[src/rtl/spi_pkg.sv]
// Shared constants and FSM encoding for the SPI initiator.
package spi_pkg;

  localparam int FRAME_W = 10;
  localparam int RD_W    = 8;
  localparam int RD_WAIT = 2;
  localparam int CNT_W   = 4;

  localparam logic [1:0] CMD_WR_ADDR = 2'b00;
  localparam logic [1:0] CMD_WR_DATA = 2'b01;
  localparam logic [1:0] CMD_RD_ADDR = 2'b10;
  localparam logic [1:0] CMD_RD_DATA = 2'b11;

  typedef enum logic [2:0] {
    IDLE,
    SELECT,
    SHIFT_OUT,
    TURNAROUND,
    SHIFT_IN,
    FINISH
  } state_t;

endpackage

[src/rtl/spi_master_shifter.sv]
// Datapath of the SPI initiator: outbound shift register, inbound capture
// register, returned-byte holding register and the shared down-counter.
module spi_master_shifter
  import spi_pkg::*;
(
  input  logic               clk,
  input  logic               rst_n,
  input  logic               load,
  input  logic [FRAME_W-1:0] frame,
  input  logic               shift_out,
  input  logic               shift_in,
  input  logic               rd_load,
  input  logic               cnt_load,
  input  logic [CNT_W-1:0]   cnt_init,
  input  logic               cnt_dec,
  input  logic               miso,
  output logic               mosi,
  output logic               cnt_zero,
  output logic [RD_W-1:0]    rd_data
);

  logic [FRAME_W-1:0] tx_q;
  logic [RD_W-1:0]    rx_q;
  logic [RD_W-1:0]    rx_next;
  logic [CNT_W-1:0]   cnt_q;

  assign rx_next  = {rx_q[RD_W-2:0], miso};
  assign cnt_zero = (cnt_q == '0);
  // Zero-fill on shift: after the last bit leaves, mosi rests at 0.
  assign mosi     = tx_q[FRAME_W-1];

  always_ff @(posedge clk or negedge rst_n) begin
    if (!rst_n) begin
      tx_q    <= '0;
      rx_q    <= '0;
      rd_data <= '0;
      cnt_q   <= '0;
    end else begin
      if (load)
        tx_q <= frame;
      else if (shift_out)
        tx_q <= {tx_q[FRAME_W-2:0], 1'b0};

      if (shift_in)
        rx_q <= rx_next;

      // Final miso bit is taken on the same edge that publishes the byte.
      if (rd_load)
        rd_data <= rx_next;

      if (cnt_load)
        cnt_q <= cnt_init;
      else if (cnt_dec)
        cnt_q <= cnt_q - 1'b1;
    end
  end

endmodule

[src/rtl/spi_master_ctrl.sv]
// SPI initiator sequencing FSM; serialises {cmd, wr_data} and, for read-data,
// collects the returned byte after a fixed turnaround.
//
//   state      | meaning
//   IDLE       | ss_n high, waiting for start
//   SELECT     | ss_n low, slave checks command, mosi shows frame MSB
//   SHIFT_OUT  | FRAME_W bits driven on mosi
//   TURNAROUND | RD_WAIT cycles of slave read latency
//   SHIFT_IN   | RD_W bits sampled from miso
//   FINISH     | ss_n high, done (and rd_valid for read-data) pulse
module spi_master_ctrl
  import spi_pkg::*;
(
  input  logic            clk,
  input  logic            rst_n,
  input  logic            start,
  input  logic [1:0]      cmd,
  input  logic [7:0]      wr_data,
  output logic            busy,
  output logic            done,
  output logic            rd_valid,
  output logic [RD_W-1:0] rd_data,
  output logic            ss_n,
  output logic            mosi,
  input  logic            miso
);

  state_t           state, state_n;
  logic             rd_q;
  logic             accept;
  logic             sh_load, shift_out, shift_in, rd_load;
  logic             cnt_load, cnt_dec, cnt_zero;
  logic [CNT_W-1:0] cnt_init;
  logic             ss_n_d, busy_d, done_d, rd_valid_d;

  assign accept = (state == IDLE) && start;

  always_comb begin
    state_n   = state;
    sh_load   = 1'b0;
    shift_out = 1'b0;
    shift_in  = 1'b0;
    rd_load   = 1'b0;
    cnt_load  = 1'b0;
    cnt_init  = '0;
    cnt_dec   = 1'b0;
    case (state)
      IDLE: begin
        if (start) begin
          state_n = SELECT;
          sh_load = 1'b1;
        end
      end
      SELECT: begin
        state_n  = SHIFT_OUT;
        cnt_load = 1'b1;
        cnt_init = CNT_W'(FRAME_W - 1);
      end
      SHIFT_OUT: begin
        shift_out = 1'b1;
        if (cnt_zero) begin
          if (rd_q) begin
            state_n  = TURNAROUND;
            cnt_load = 1'b1;
            cnt_init = CNT_W'(RD_WAIT - 1);
          end else begin
            state_n = FINISH;
          end
        end else begin
          cnt_dec = 1'b1;
        end
      end
      TURNAROUND: begin
        if (cnt_zero) begin
          state_n  = SHIFT_IN;
          cnt_load = 1'b1;
          cnt_init = CNT_W'(RD_W - 1);
        end else begin
          cnt_dec = 1'b1;
        end
      end
      SHIFT_IN: begin
        shift_in = 1'b1;
        if (cnt_zero) begin
          state_n = FINISH;
          rd_load = 1'b1;
        end else begin
          cnt_dec = 1'b1;
        end
      end
      FINISH:  state_n = IDLE;
      default: state_n = IDLE;
    endcase
  end

  // Outputs are decoded from the next state so they appear registered.
  always_comb begin
    ss_n_d     = !(state_n inside {SELECT, SHIFT_OUT, TURNAROUND, SHIFT_IN});
    busy_d     = !ss_n_d;
    done_d     = (state_n == FINISH);
    rd_valid_d = (state_n == FINISH) && rd_q;
  end

  always_ff @(posedge clk or negedge rst_n) begin
    if (!rst_n) begin
      state    <= IDLE;
      rd_q     <= 1'b0;
      ss_n     <= 1'b1;
      busy     <= 1'b0;
      done     <= 1'b0;
      rd_valid <= 1'b0;
    end else begin
      state    <= state_n;
      ss_n     <= ss_n_d;
      busy     <= busy_d;
      done     <= done_d;
      rd_valid <= rd_valid_d;
      if (accept)
        rd_q <= (cmd == CMD_RD_DATA);
    end
  end

  spi_master_shifter u_shifter (
    .clk       (clk),
    .rst_n     (rst_n),
    .load      (sh_load),
    .frame     ({cmd, wr_data}),
    .shift_out (shift_out),
    .shift_in  (shift_in),
    .rd_load   (rd_load),
    .cnt_load  (cnt_load),
    .cnt_init  (cnt_init),
    .cnt_dec   (cnt_dec),
    .miso      (miso),
    .mosi      (mosi),
    .cnt_zero  (cnt_zero),
    .rd_data   (rd_data)
  );

endmodule
[config.mk]
export PLATFORM = sky130hd
export DESIGN_NAME = spi_master_ctrl
export DESIGN_NICKNAME = d
export VERILOG_FILES = /design/src/rtl/spi_pkg.sv /design/src/rtl/spi_master_shifter.sv /design/src/rtl/spi_master_ctrl.sv
export SDC_FILE = /design/constraint.sdc
export NUM_CORES = 1
export LEC_CHECK = 0
export ABC_AREA = 1
export CELL_PAD_IN_SITES_DETAIL_PLACEMENT = 1
export CELL_PAD_IN_SITES_GLOBAL_PLACEMENT = 1
export CORE_ASPECT_RATIO = 0.9
export CORE_UTILIZATION = 25
export DETAILED_ROUTE_END_ITERATION = 10
export PLACE_DENSITY_LB_ADDON = 0.08
export SYNTH_ARGS = -nofsm -noshare
export SYNTH_HDL_FRONTEND = slang
export SYNTH_SLANG_ARGS = --single-unit
[constraint.sdc]
create_clock -name clk -period 2.64 [get_ports clk]
set_input_delay 0.528 -clock clk [delete_from_list [all_inputs] [get_ports clk]]
set_output_delay 0.528 -clock clk [all_outputs]
set_load 0.02 [all_outputs]
==> results by group <==
Routing
  – Via/cell ratio: 4.369
  – Post-route ant nets: 0
  – Per-cell routed wire length: 12.83 um
  – Remaining design rule violation count: 0
  – Final WL: 4.003 mm
  – Drt pass-1 iters: 4
  – First DRT Iteration DRCs: 21
  – Vias: 1363

Clocking
  – Hold buffers post-CTS: 0
  – Clk sink count: 37
  – # resized after CTS: 0
  – Clk_lat worst skew: 0.29 ns
  – Postcts setup bufs: 0
  – Clk pin slew, worst setup/hold paths: 0.08 ns
  – Root Buffer: clkbuf_8
  – Clock Tree Buf Depth: 2
  – TritonCTS clock tree: built
  – CTS Buf Count: 5
  – Htree depth: 2

Timing
  – Final Hold Viols: 0
  – Final Max Slew Viols: 0
  – Final period utilization: 73.53%
  – Final setup margin: 0.6988 ns
  – Setup TNS: 0 ns
  – Max_slew headroom: 44.12%
  – Final setup fails: 0
  – Hold Slack: 0.3368 ns
  – Unrepaired setup endpoints after global routing: no
  – Worst Clk Skew: 0.003679 ns
  – Post-layout min period: 1.941 ns
  – Max Fclk: 0.5151 GHz
  – Worst-margin pin slew: 0.8382 ns

Floorplan
  – Initial Util: 26.58%
  – Die area: 7013 um2
  – Die height: 79.55 um
  – IO Pins: 27
  – Die Width: 88.16 um
  – Row count: 27
  – Core area: 6284 um2

Global route
  – First-pass GRT wire length: 7.162 mm
  – Initial antenna violation count: 0
  – Grt ovf: 0
  – Largest net degree at the start of global routing: 38
  – GRT Total Usage: 13.48%
  – Vias in the first global route: 1446

Run status
  – Run status: finished, final reports clean

Finish
  – Post-layout util: 33.77%
  – Non-filler cells, final: 312
  – Area Growth Syn to Fin: 27.04%
  – Layout cell share with drive strength beyond 1: 8.444%
  – Nets: 239
  – N_diodes: 0
  – Final instance area: 2122 um2
  – Fillers: 758

Place
  – Port bufs: 26
  – Place WS: 0.8024 ns
  – Placed instance count: 304
  – RD Place Congestion: 0.7791
  – DPL Wire Length: 2.987 mm
  – Dpl cell area: 2011 um2

Setup path
  – RR Endpoint: u_shifter.cnt_q[1]
  – R2r worst-path depth: 8
  – CP Data Required Time: 2.11 ns
  – Critical R2R Launch: state[2]
  – Delay-heaviest family, CP: buffers and inverters
  – Worst Path Arrival: 1.41 ns
  – Slowest stage delay, CP: 0.59 ns
  – Critical-path cell list: clkdlybuf4s50_1
  – Worst Setup Path Type: reg2out
  – Worst Setup End Kind: output pin
  – Worst reg2reg setup slack: 0.82 ns
  – Startpoint Class: register
  – CP Max Fanout: 1
  – Worst path bufs/invs: 1
  – CP max-delay cell: clkdlybuf4s50_1

Logic synthesis
  – Post-synth top area share: 53.93%
  – Post-synthesis cell area: 1670 um2
  – Synth Instances: 195
  – Netlist cell types: 26
  – Syn Nets: 210
  – Syn_area_per_cell: 8.566 um2
  – Number of synthesized register bits: 37
  – Post-synthesis cell type with the largest combined area: dfrtp_1
  – Syn. warnings: 0
  – Sequential area share after synthesis: 55.51%
  – Largest cells by area after synthesis: dfrtp_1, nand2_1, inv_1, o21ai_0, o221ai_1

Pwr
  – Total power: 2.693 mW
  – PwrDens: 1269 nW/um2
  – Worst vdd ir: 0.0003886 V
  – P_leak: 1.027 nW

Min path
  – Hold Crit Class: in2async

Job
  – MaxCap Viol Count: 0
placed cells by master, fill, tap and decap left out, drive strengths merged:
cell and instances:
nand2 56, buf 1, clkinv 2, nor2 16, dfrtp 36, bufinv 1
clkbuf 6, ha 1, nand3b 2, xor2 1, nand4 2, nor3 2
a21oi 3, o221ai 6, mux2 1, o21ai 22, clkdlybuf4s50 25, dfstp 1
nand3 11, inv 30
kinds of logic after synthesis:
family,after synthesis,share of synthesized area (%)
muxes,1,0.6741
and+or+nand+nor,89,23.52
DFF,37,55.51
buffers and inverters,35,8.389
AOI/OAI and AO/OA,31,10.64
xor gates and xnor gates,1,0.5244
adders and majority gates,1,0.7489
layer usage:
layer	GRT usage (%)	up-vias	part of all wire, %
li1	-	677	-
met1	18.11	664	49
met2	21.46	14	47
met3	3.206	8	3.0
met4	3.871	0	1.2
met5	0	-	0
how the worst max path moves through the flow:
stage | start | end | slack, ns | depth (start not counted)
after floorplan | u_shifter.cnt_q[0] | u_shifter.cnt_q[1] | 1.16 | 8
after global placement | start | u_shifter.tx_q[1] | 0.84 | 4
after detailed placement | state[2] | u_shifter.cnt_q[1] | 0.80 | 8
after CTS | ss_n | ss_n | 0.67 | 1
after global routing | state[2] | u_shifter.cnt_q[1] | 0.57 | 8
final | ss_n | ss_n | 0.70 | 1
report_power, final:
group / internal, mW / switching (mW)
Sequential: 0.839 / 0.161
Clock: 0.284 / 0.209
Combinational: 0.467 / 0.733
state kept, by name, indices dropped and copies added, names as in the netlist:
| register | cells |
|---|---|
| busy | 1 |
| state | 3 |
| u_shifter.cnt_q | 4 |
| rd_q | 1 |
| u_shifter.rd_data | 8 |
| done | 1 |
| rd_valid | 1 |
| u_shifter.rx_q | 7 |
| u_shifter.tx_q | 10 |
| ss_n | 1 |
Yosys cell counts:
cell	number
nand2_1	54
dfrtp_1	36
inv_1	28
o21ai_0	21
nor2_1	12
nand3_1	10
o221ai_1	6
a21oi_1	3
nor2_2	3
clkbuf_1	2
inv_2	2
nand3b_1	2
nand4_1	2
nor3_1	2
buf_2	1
buf_6	1
clkinv_1	1
dfstp_2	1
ha_1	1
mux2_2	1
nand2_2	1
nand2_4	1
nand3_2	1
nor2_4	1
o21ai_1	1
xor2_1	1
final cells by class:
cell class | instances | area (um2) | area share (%)
inverter | 31 | 116.4 | 5.483
timing repair buffer | 26 | 255.2 | 12.03
multi-input combinational | 123 | 603.1 | 28.42
clock buffer | 6 | 72.57 | 3.420
clock inverter | 2 | 38.79 | 1.828
sequential | 37 | 927.1 | 43.69
tap | 87 | 108.9 | 5.130
Power figures use the tool's default switching activity.
